### src/rtl/hc_pkg.sv
// hc_pkg: shared definitions for the hysteresis comparator array.
//   hc_state_t     per-channel state (LO, PEND_HI, HI, PEND_LO)
//   HC_W_DEF       default sample/threshold width
//   HC_TH_RST_DEF  default threshold loaded at reset
//   hc_is_high()   decodes the output flag from a channel state
package hc_pkg;

    typedef enum logic [1:0] {
        LO      = 2'd0,
        PEND_HI = 2'd1,
        HI      = 2'd2,
        PEND_LO = 2'd3
    } hc_state_t;

    localparam int HC_W_DEF      = 8;
    localparam int HC_TH_RST_DEF = 10;

    // The flag stays asserted while a falling transition is still pending.
    function automatic logic hc_is_high(input hc_state_t s);
        return (s == HI) || (s == PEND_LO);
    endfunction

endpackage

### src/rtl/hc_chan.sv
// hc_chan: one hysteresis comparator channel.
//   Set when a > b + th, clear when b > a + th (W+1-bit sums, strict).
//   Optional debounce (macro HC_DEBOUNCE_EN): DB_CYCLES consecutive
//   qualifying valid samples are needed before the flag switches.
// Ports:
//   clk, rst       clock, synchronous active-high reset
//   in_valid       sample qualifier; invalid cycles hold state and count
//   a, b           unsigned samples
//   th             current threshold
//   out            registered "a above b" flag
//   change         one-cycle pulse in the first cycle out shows a new value
module hc_chan
    import hc_pkg::*;
#(
    parameter int W         = HC_W_DEF,
    parameter int DB_CYCLES = 3
) (
    input  logic         clk,
    input  logic         rst,
    input  logic         in_valid,
    input  logic [W-1:0] a,
    input  logic [W-1:0] b,
    input  logic [W-1:0] th,
    output logic         out,
    output logic         change
);

    if (DB_CYCLES < 1 || DB_CYCLES > 255) begin : g_db_range_err
        $error("hc_chan: DB_CYCLES must be in 1..255");
    end

    // Evaluated one bit wider than the operands so x + t can never wrap.
    function automatic logic exceeds(input logic [W-1:0] x,
                                     input logic [W-1:0] y,
                                     input logic [W-1:0] t);
        logic [W:0] lhs;
        logic [W:0] rhs;
        lhs = {1'b0, x};
        rhs = {1'b0, y} + {1'b0, t};
        return lhs > rhs;
    endfunction

    logic      set_c;
    logic      clr_c;
    hc_state_t state_p1;
    hc_state_t state_nxt;
    logic      change_p1;

    assign set_c = exceeds(a, b, th);
    assign clr_c = exceeds(b, a, th);

`ifdef HC_DEBOUNCE_EN
    localparam int CW = $clog2(DB_CYCLES + 1);
    localparam logic [CW-1:0] CNT_DONE = CW'(DB_CYCLES);

    logic [CW-1:0] cnt_p1;
    logic [CW-1:0] cnt_nxt;
    logic [CW-1:0] cnt_inc;

    assign cnt_inc = cnt_p1 + CW'(1);

    always_comb begin
        state_nxt = state_p1;
        cnt_nxt   = cnt_p1;
        if (in_valid) begin
            case (state_p1)
                LO: begin
                    if (set_c) begin
                        if (DB_CYCLES == 1) begin
                            state_nxt = HI;
                        end else begin
                            state_nxt = PEND_HI;
                            cnt_nxt   = CW'(1);
                        end
                    end
                end
                PEND_HI: begin
                    if (!set_c) begin
                        state_nxt = LO;
                        cnt_nxt   = '0;
                    end else if (cnt_inc == CNT_DONE) begin
                        state_nxt = HI;
                        cnt_nxt   = '0;
                    end else begin
                        cnt_nxt   = cnt_inc;
                    end
                end
                HI: begin
                    if (clr_c) begin
                        if (DB_CYCLES == 1) begin
                            state_nxt = LO;
                        end else begin
                            state_nxt = PEND_LO;
                            cnt_nxt   = CW'(1);
                        end
                    end
                end
                PEND_LO: begin
                    if (!clr_c) begin
                        state_nxt = HI;
                        cnt_nxt   = '0;
                    end else if (cnt_inc == CNT_DONE) begin
                        state_nxt = LO;
                        cnt_nxt   = '0;
                    end else begin
                        cnt_nxt   = cnt_inc;
                    end
                end
                default: begin
                    state_nxt = LO;
                    cnt_nxt   = '0;
                end
            endcase
        end
    end

    always_ff @(posedge clk) begin
        if (rst) begin
            cnt_p1 <= '0;
        end else begin
            cnt_p1 <= cnt_nxt;
        end
    end
`else
    always_comb begin
        state_nxt = state_p1;
        if (in_valid) begin
            case (state_p1)
                LO:      if (set_c) state_nxt = HI;
                HI:      if (clr_c) state_nxt = LO;
                default: state_nxt = LO;
            endcase
        end
    end
`endif

    // Stage 1: state and change-pulse registers.
    always_ff @(posedge clk) begin
        if (rst) begin
            state_p1  <= LO;
            change_p1 <= 1'b0;
        end else begin
            state_p1  <= state_nxt;
            change_p1 <= hc_is_high(state_nxt) != hc_is_high(state_p1);
        end
    end

    assign out    = hc_is_high(state_p1);
    assign change = change_p1;

endmodule

### src/rtl/hyst_cmp_array.sv
// hyst_cmp_array: N independent hysteresis comparators sharing one
// runtime-programmable threshold and a common valid qualifier.
// Optional per-channel debounce is built when HC_DEBOUNCE_EN is defined.
// Ports:
//   clk, rst       clock, synchronous active-high reset
//   in_valid       samples valid for all channels this cycle
//   a, b           N packed W-bit unsigned samples, channel i at [i*W +: W]
//   cfg_we, th_in  threshold load; a sample in the same cycle sees the old value
//   out            per-channel registered flag (1 = A above B)
//   change         per-channel one-cycle toggle pulse
//   any_out        OR of out
module hyst_cmp_array
    import hc_pkg::*;
#(
    parameter int W         = HC_W_DEF,
    parameter int N         = 4,
    parameter int TH_RST    = HC_TH_RST_DEF,
    parameter int DB_CYCLES = 3
) (
    input  logic           clk,
    input  logic           rst,
    input  logic           in_valid,
    input  logic [N*W-1:0] a,
    input  logic [N*W-1:0] b,
    input  logic           cfg_we,
    input  logic [W-1:0]   th_in,
    output logic [N-1:0]   out,
    output logic [N-1:0]   change,
    output logic           any_out
);

    logic [W-1:0] th_p1;

    // Stage 1: threshold register.
    always_ff @(posedge clk) begin
        if (rst) begin
            th_p1 <= W'(TH_RST);
        end else if (cfg_we) begin
            th_p1 <= th_in;
        end
    end

    for (genvar i = 0; i < N; i++) begin : g_chan
        hc_chan #(
            .W         (W),
            .DB_CYCLES (DB_CYCLES)
        ) u_chan (
            .clk      (clk),
            .rst      (rst),
            .in_valid (in_valid),
            .a        (a[i*W +: W]),
            .b        (b[i*W +: W]),
            .th       (th_p1),
            .out      (out[i]),
            .change   (change[i])
        );
    end

    assign any_out = |out;

endmodule

### config.mk
export PLATFORM = sky130hd
export DESIGN_NAME = hyst_cmp_array
export DESIGN_NICKNAME = d
export VERILOG_FILES = /design/src/rtl/hc_pkg.sv /design/src/rtl/hc_chan.sv /design/src/rtl/hyst_cmp_array.sv
export SDC_FILE = /design/constraint.sdc
export NUM_CORES = 1
export LEC_CHECK = 0
export BUFFER_PORTS_ARGS = -buffer_cell sky130_fd_sc_hd__buf_2
export CORE_UTILIZATION = 59
export DETAILED_ROUTE_END_ITERATION = 7
export PLACE_DENSITY_LB_ADDON = 0.2
export SLEW_MARGIN = 40
export SYNTH_ARGS = -nofsm -noshare
export SYNTH_HDL_FRONTEND = slang
export SYNTH_SLANG_ARGS = --single-unit
### constraint.sdc
create_clock -name clk -period 4.72 [get_ports clk]
set_input_delay 0.472 -clock clk [delete_from_list [all_inputs] [get_ports clk]]
set_output_delay 0.472 -clock clk [all_outputs]
set_load 0.1 [all_outputs]
==> results of run 1 <==
-- sequential cells by signal (all words and copies together), names as in the netlist --
name and count:
g_chan.u_chan.change 4, th_p1 8, g_chan.u_chan.state_p1 8
-- metal layers --
| metal | GRT usage (%) | share of wire (%) |
|---|---|---|
| met2 | 54.3 | 48 |
| met3 | 1.68 | 3.9 |
| met1 | 36.7 | 46 |
| met4 | 5.91 | 1.9 |
| met5 | 0 | 0 |
-- where the power goes --
group / internal (uW) / switching, uW / total, uW
combinational: 339 / 481 / 819
clock: 74.2 / 55.9 / 130
sequential: 183 / 30.3 / 214
-- path summary, 6_finish.rpt --
check | from | end
max reg2reg | th_p1[1] | g_chan[1].u_chan.state_p1[1]
min reg2reg | g_chan[0].u_chan.state_p1[0] | g_chan[0].u_chan.state_p1[0]
min | th_in[3] | th_p1[3]
max | th_p1[1] | g_chan[1].u_chan.state_p1[1]
-- through the flow --
| stage | util (%) | area, um^2 | power [uW] | hold slack (ns) |
|---|---|---|---|---|
| after floorplan | - | 4610 | 854 | 0.444 |
| after global placement | 68.5 | 5070 | 998 | 0.475 |
| after detailed placement | 68.5 | 5070 | 1030 | 0.490 |
| after CTS | 69.2 | 5130 | 1160 | 0.447 |
| after global routing | 69.2 | 5130 | 1270 | 0.461 |
| final | 69.2 | 5130 | 1160 | 0.450 |
-- area by class of cell --
cell class	instances	area [um^2]	area share (%)
multi-input combinational	476	4000	78.0
sequential	20	400	7.81
timing repair buffer	84	420	8.20
clock buffer	4	55.1	1.07
inverter	34	128	2.49
tap	99	124	2.42
-- synth_stat cells (8+ instances only) --
| library cell | number | area (um^2) |
|---|---|---|
| xor2_1 | 32 | 280 |
| a21oi_1 | 25 | 125 |
| ha_1 | 128 | 1600 |
| nand2_1 | 32 | 120 |
| buf_4 | 8 | 60.1 |
| nand3_1 | 11 | 55.1 |
| o21ai_0 | 23 | 115 |
| mux2i_1 | 8 | 80.1 |
| nor2_1 | 45 | 169 |
| inv_1 | 33 | 124 |
| o21a_1 | 11 | 82.6 |
| o21ai_1 | 11 | 55.1 |
| fa_1 | 8 | 160 |
| dfxtp_1 | 20 | 400 |
| nor2b_1 | 9 | 56.3 |
| nor3_1 | 14 | 70.1 |
| a21o_1 | 17 | 128 |
-- layout by cell type, fill, tap and decap left out, types with 7 or more instances in the layout --
| master | instances |
|---|---|
| a21o_1 | 17 |
| a21oi_1 | 25 |
| buf_2 | 84 |
| dfxtp_1 | 20 |
| fa_1 | 8 |
| ha_1 | 128 |
| inv_1 | 33 |
| mux2i_1 | 8 |
| nand2_1 | 32 |
| nand3_1 | 11 |
| nand4_1 | 7 |
| nor2_1 | 45 |
| nor2b_1 | 9 |
| nor3_1 | 14 |
| o21a_1 | 11 |
| o21ai_0 | 23 |
| o21ai_1 | 11 |
| xnor2_1 | 7 |
| xor2_1 | 32 |
-- kinds of logic after synthesis --
group | count (synthesis) | share of synthesized area (%)
buf+inv | 48 | 4.56
fa+ha+maj | 136 | 38.2
xor+xnor | 39 | 7.41
flops | 20 | 8.68
compound gates | 143 | 22.8
mux | 8 | 1.74
simple gates | 150 | 16.6
-- worst max-delay path: stages, from the launching register on --
cell	delay, ns
dfxtp_1	0.56
inv_1	0.39
fa_1	0.53
nor2b_1	0.15
o31a_1	0.20
o21ai_0	0.12
nand2b_1	0.10
xnor2_1	0.12
ha_1	0.26
a211o_1	0.32
a211oi_2	0.19
o221ai_1	0.13
and4bb_1	0.21
o211ai_1	0.18
a21oi_1	0.09
==> impl_metrics.env, run 1 <==
export IMPL_outcome="finished, final reports clean"
export IMPL_drtIter0Drc=151
export IMPL_drive_gt1_share_pct=17.8
export IMPL_wl_mm=11.7
export IMPL_avgSynthCellArea_um2=8.48
export IMPL_hp_class="input port to flop"
export IMPL_critPathKind="flop to flop"
export IMPL_finalCriticalPeriod_ns=3.67
export IMPL_irDropWorstVdd_uv=113
export IMPL_cp_start_kind="flop"
export IMPL_place_inst=713
export IMPL_clk_path_buf_depth=2
export IMPL_stdcell_count=717
export IMPL_io_pins=85
export IMPL_async_flop_share_pct=0
export IMPL_power_density_nw_per_um2=227
export IMPL_cts_tree="done"
export IMPL_slew_headroom_pct=60.2
export IMPL_fin_crit_sh_pct=77.8
export IMPL_synth_distinct_cells=56
export IMPL_synthesis_area_um2=4610
export IMPL_firstDrtPassIters=4
export IMPL_dp_hpwl_mm=9.99
export IMPL_clock_root_buffer="clkbuf_8"
export IMPL_cts_resized=0
export IMPL_syn2layout_area_growth_pct=11.2
export IMPL_core_area_um2=7410
export IMPL_setup_viol_count_final=0
export IMPL_initial_utilization_pct=62.2
export IMPL_rsz0062_at_grt="no"
export IMPL_drc=0
export IMPL_ys_warn_count=0
export IMPL_worst_pin_slew_ns=0.596
export IMPL_slew_violations=0
export IMPL_end_kind="flop"
export IMPL_diodes=0
export IMPL_vias=4314
export IMPL_holdPathStages=3
export IMPL_fin_setup_tns_ns=0
export IMPL_syn_nets=756
export IMPL_die_h_um=90.4
export IMPL_synthFlopType="dfxtp_1"
export IMPL_rrSetupSlack_ns=1.05
export IMPL_synth_edf_count=0
export IMPL_leakage_uw=0.00264
export IMPL_critPathRequiredTime_ns=4.86
export IMPL_drv_cap=0
export IMPL_fillers=636
export IMPL_track_usage_pct=29.1
export IMPL_wl_per_cell_um=16.3
export IMPL_clock_sinks=20
export IMPL_post_cts_buffers=0
export IMPL_nNetsFinal=831
export IMPL_hold_viol=0
export IMPL_grt_pass1_vias=4436
export IMPL_grt_pass1_wl_mm=19.8
export IMPL_synth_seq_cells=20
export IMPL_fp_dieW_um=90.4
export IMPL_syn_inst=544
export IMPL_hold_buffers=0
export IMPL_antenna_found_initial=0
export IMPL_overflow=0
export IMPL_ys_seq_area_share_pct=8.68
export IMPL_die_area_um2=8170
export IMPL_skew_ns=0.00548
export IMPL_place_ws_ns=1.08
export IMPL_path_clk_slew_ns=0.08
export IMPL_clk_latency_ns=0.26
export IMPL_max_freq_mhz=272
export IMPL_num_rows=31
export IMPL_timing_final_ws_setup_ns=1.05
export IMPL_vias_per_cell=6.02
export IMPL_place_congestion=0.904
export IMPL_grt_max_degree=17
export IMPL_r2r_cells=14
export IMPL_numCtsBuffers=3
export IMPL_portBuffers=84
export IMPL_htree_levels=1
export IMPL_postRouteAntennaNets=0
export IMPL_worstPathMaxFanout=9
export IMPL_crit_arrival_ns=3.81
No activity file was read; power rests on OpenSTA's default activity.
==> run 2, diff against run 1 <==
Settings changed: CORE_UTILIZATION 59 to 58.
Clock period 4.72 ns to 3.5 ns, I/O delays scaled along.
==> impl_metrics.env, run 2 (synthesis results as in run 1) <==
export IMPL_antenna_found_initial=0
export IMPL_path_clk_slew_ns=0.08
export IMPL_final_common_cell="ha_1"
export IMPL_leakage_uw=0.00271
export IMPL_clock_sinks=20
export IMPL_grt_max_degree=17
export IMPL_end_kind="flop"
export IMPL_stdcell_count=735
export IMPL_worstPathMaxFanout=6
export IMPL_grt_use_met1_pct=37.1
export IMPL_max_freq_mhz=304
export IMPL_drv_cap=0
export IMPL_cp_start_kind="flop"
export IMPL_hp_class="input port to flop"
export IMPL_cts_tree="done"
export IMPL_grt_pass1_vias=4158
export IMPL_fp_dieW_um=91.2
export IMPL_grt_met2_usage_pct=49.9
export IMPL_vias=4325
export IMPL_numCtsBuffers=3
export IMPL_wl_per_cell_um=15.5
export IMPL_place_inst=728
export IMPL_grt_busiest_layer="met2"
export IMPL_crit_arrival_ns=3.44
export IMPL_track_usage_pct=27.6
export IMPL_drc=0
export IMPL_power_density_nw_per_um2=301
export IMPL_irDropWorstVdd_uv=197
export IMPL_diodes=0
export IMPL_die_area_um2=8310
export IMPL_core_area_um2=7730
export IMPL_clk_latency_ns=0.26
export IMPL_portBuffers=84
export IMPL_place_ws_ns=0.167
export IMPL_fin_crit_sh_pct=94.1
export IMPL_outcome="finished, final reports clean"
export IMPL_mostFrequentLayoutCells="126 x ha_1, 84 x buf_2, 45 x nor2_1"
export IMPL_dp_hpwl_mm=10.0
export IMPL_initial_utilization_pct=59.7
export IMPL_grt_util_met3_pct=0.921
export IMPL_clock_root_buffer="clkbuf_8"
export IMPL_slew_violations=0
export IMPL_grt_pass1_wl_mm=18.7
export IMPL_critPathRequiredTime_ns=3.64
export IMPL_fillers=659
export IMPL_place_congestion=0.924
export IMPL_setup_viol_count_final=0
export IMPL_clk_path_buf_depth=2
export IMPL_skew_ns=0.00570
export IMPL_nNetsFinal=846
export IMPL_drive_gt1_share_pct=21.0
export IMPL_io_pins=85
export IMPL_hold_buffers=0
export IMPL_wl_mm=11.4
export IMPL_overflow=0
export IMPL_vias_per_cell=5.88
export IMPL_hold_viol=0
export IMPL_seq_area_um2=403
export IMPL_finalCriticalPeriod_ns=3.29
export IMPL_drtIter0Drc=165
export IMPL_syn2layout_area_growth_pct=14.2
export IMPL_worst_pin_slew_ns=0.559
export IMPL_num_rows=32
export IMPL_timing_final_ws_setup_ns=0.208
export IMPL_htree_levels=1
export IMPL_critPathKind="flop to flop"
export IMPL_slew_headroom_pct=62.7
export IMPL_postRouteAntennaNets=0
export IMPL_multiInputGateArea_um2=4010
export IMPL_firstDrtPassIters=5
export IMPL_die_h_um=91.2
## run 2: cell types whose count changed in the layout (fill, tap and decap cells not counted), moves of 2 or more
cell,delta
buf_4,+14
dfxtp_1,-2
dfxtp_2,+2
ha_1,-2
ha_2,+2
## run 2: stage by stage
step	util [%]	hold slack (ns)	cell area (um^2)	TNS, ns	power, uW
floorplan	-	0.429	4610	0	1150
global placement	66.9	0.484	5170	0	1360
detailed placement	66.9	0.493	5170	0	1400
CTS	67.6	0.330	5220	0	1570
global route	68.1	0.354	5260	-0.00755	1720
finish	68.1	0.326	5260	0	1590
## run 2: report_power, final
group | switching [uW] | leakage [uW] | internal (uW) | total, uW
Sequential | 29.6 | 0.000164 | 248 | 277
Clock | 77.9 | 0.0000288 | 100 | 178
Combinational | 658 | 0.00252 | 472 | 1130
## run 2: worst max-delay path: stages, from the launching register on
cell	delay [ns]
dfxtp_1	0.40
buf_4	0.19
ha_1	0.24
a21o_1	0.19
a21oi_1	0.23
o21ai_1	0.14
o41ai_2	0.24
xor2_1	0.20
ha_1	0.28
nand3_1	0.12
nor3_1	0.05
a31o_2	0.21
o41a_1	0.40
o211ai_1	0.19
a21oi_1	0.09
## run 2: final timing paths
kind / startpoint / end / slack [ns] / cells past startpoint
hold / removal: th_in[5] / th_p1[5] / 0.33 / 3
setup reg to reg: th_p1[1] / g_chan[0].u_chan.state_p1[1] / 0.21 / 14
hold reg to reg: g_chan[3].u_chan.state_p1[0] / g_chan[3].u_chan.state_p1[0] / 0.50 / 1
setup / recovery: th_p1[1] / g_chan[0].u_chan.state_p1[1] / 0.21 / 14
## run 2: final cells by class
class                      count  area share (%)
clock buffer                   4            1.05
inverter                      34            2.42
multi-input combinational    476            76.3
sequential                    20            7.65
tap                          102            2.42
timing repair buffer          99            10.2
## run 2: metal layers
layer	up-vias	routed length, um
met2	82	5420
met4	0	117
met1	2033	5580
met3	10	314
li1	2200	-
met5	-	0
## run 2: repair_timing
item	CTS	global route
buffers inserted	0	3
resized for setup	0	9
endpoints found under the setup margin	0	4
hold endpoints to repair	0	0
==> run 3, diff against run 2 <==
Settings changed: SETUP_SLACK_MARGIN from default to 0.3.
==> impl_metrics.env, run 3 (synthesis results as in run 1) <==
export IMPL_outcome="finished, final reports clean"
export IMPL_hold_viol=0
export IMPL_crit_arrival_ns=3.36
export IMPL_wl_per_cell_um=16.1
export IMPL_path_cells="buf_6, buf_4, ha_4, inv_2, fa_2, nor2b_2, o21a_1, o21ai_2, a21oi_2, xnor2_1, ha_1, and3_4, a221o_1, o221ai_2, a31oi_1, o211a_1"
export IMPL_initial_utilization_pct=59.7
export IMPL_crit_path_max_incr_delay_ns=0.36
export IMPL_worst_pin_slew_ns=0.552
export IMPL_finalCriticalPeriod_ns=3.20
export IMPL_io_pins=85
export IMPL_clk_latency_ns=0.26
export IMPL_cp_slowest_cell="fa_2"
export IMPL_fin_crit_sh_pct=91.4
export IMPL_r2r_cells=16
export IMPL_hp_class="input port to flop"
export IMPL_firstDrtPassIters=4
export IMPL_slew_violations=0
export IMPL_postRouteAntennaNets=0
export IMPL_slew_headroom_pct=63.2
export IMPL_dp_hpwl_mm=10.0
export IMPL_end_kind="flop"
export IMPL_post_layout_total_power_uw=1670
export IMPL_track_usage_pct=27.7
export IMPL_mostFrequentLayoutCells="121 x ha_1, 84 x buf_2, 45 x nor2_1, 32 x nand2_1, 32 x xor2_1"
export IMPL_antenna_found_initial=0
export IMPL_irDropWorstVdd_uv=207
export IMPL_clock_sinks=20
export IMPL_vias_per_cell=5.85
export IMPL_htree_levels=1
export IMPL_core_area_um2=7730
export IMPL_setup_viol_count_final=0
export IMPL_worstReg2RegStart="th_p1[0]"
export IMPL_portBuffers=84
export IMPL_clock_root_buffer="clkbuf_8"
export IMPL_drc=0
export IMPL_fillers=612
export IMPL_grt_max_degree=17
export IMPL_syn2layout_area_growth_pct=20.6
export IMPL_overflow=0
export IMPL_num_rows=32
export IMPL_crit_buf_inv=3
export IMPL_clk_path_buf_depth=2
export IMPL_cp_start_kind="flop"
export IMPL_wl_met2_mm=5.85
export IMPL_wl_mm=12.0
export IMPL_max_freq_mhz=312
export IMPL_drv_cap=0
export IMPL_drive_gt1_share_pct=28.5
export IMPL_skew_ns=0.00527
export IMPL_numCtsBuffers=3
export IMPL_cp_startpoint="th_p1[0]"
export IMPL_drtIter0Drc=177
export IMPL_diodes=0
export IMPL_place_inst=728
export IMPL_critPathKind="flop to flop"
export IMPL_nNetsFinal=859
export IMPL_power_density_nw_per_um2=300
export IMPL_die_h_um=91.2
export IMPL_met3WireLength_um=327
export IMPL_fin_setup_tns_ns=0
export IMPL_path_clk_slew_ns=0.08
export IMPL_rrSetupSlack_ns=0.30
export IMPL_die_area_um2=8310
export IMPL_wl_met1_mm=5.73
export IMPL_crit_cells=16
export IMPL_final_common_cell="ha_1"
export IMPL_cts_tree="done"
export IMPL_grt_pass1_wl_mm=18.8
export IMPL_grt_pass1_vias=4181
export IMPL_cpLargestDelayFamily="compound AO/OA/AOI/OAI gates"
export IMPL_critPathRequiredTime_ns=3.65
export IMPL_worstPathMaxFanout=4
export IMPL_top_layer_used="met4"
export IMPL_place_congestion=0.924
export IMPL_vias=4373
export IMPL_r2r_end="g_chan[3].u_chan.state_p1[1]"
export IMPL_rsz0062_at_grt="yes"
export IMPL_leakage_uw=0.00280
export IMPL_crit_path_end="g_chan[3].u_chan.state_p1[1]"
export IMPL_fp_dieW_um=91.2
export IMPL_stdcell_count=748
==> run 3: how the worst min path moves through the flow <==
stage | startpoint | end | slack (ns) | cells after the start
finish | th_in[5] | th_p1[5] | 0.33 | 3
global placement | g_chan[0].u_chan.state_p1[0] | g_chan[0].u_chan.state_p1[0] | 0.48 | 2
floorplan | in_valid | g_chan[0].u_chan.state_p1[0] | 0.43 | 1
global route | th_in[5] | th_p1[5] | 0.35 | 3
CTS | th_in[5] | th_p1[5] | 0.33 | 3
detailed placement | g_chan[0].u_chan.state_p1[0] | g_chan[0].u_chan.state_p1[0] | 0.49 | 2
==> run 3: what timing repair did <==
item / in CTS / in global routing
endpoints found under the setup margin: 8 / 8
setup buffers: 5 / 11
hold buffers: 0 / 0
resized for setup: 13 / 45
pin swaps: 17 / 50
==> run 3: layer usage <==
metal,GRT usage [%],vias to the layer above
li1,-,2221
met1,37.1,2060
met2,50.3,80
met4,3.70,0
met3,0.921,12
met5,0,-
==> run 3: final cells by class <==
class	count	area [um^2]	area share [%]
Sequential cell	20	408	7.33
Multi-Input combinational cell	476	4200	75.5
Timing Repair Buffer	112	646	11.6
Tap cell	102	128	2.29
Inverter	34	128	2.29
Clock buffer	4	55.1	0.990
==> run 3: where the power goes <==
group	leakage, uW	switching (uW)	internal [uW]
Combinational	0.00260	694	518
Sequential	0.000165	30.4	248
Clock	0.0000288	77.2	100
Total	0.00280	802	866
==> run 3: metrics by stage <==
stage	instance area (um^2)	hold WS, ns	util, %	setup slack, ns
floorplan	4610	0.429	-	0.335
global placement	5170	0.484	66.9	0.235
detailed placement	5170	0.493	66.9	0.167
CTS	5280	0.330	68.4	0.289
global route	5560	0.354	72.0	0.167
finish	5560	0.328	72.0	0.299
==> run 3: tightest hold or removal path, delay by kind of cell <==
kind	cells	cell delay (ns)
buf+inv	1	0.08
simple gates	1	0.07
mux	1	0.05
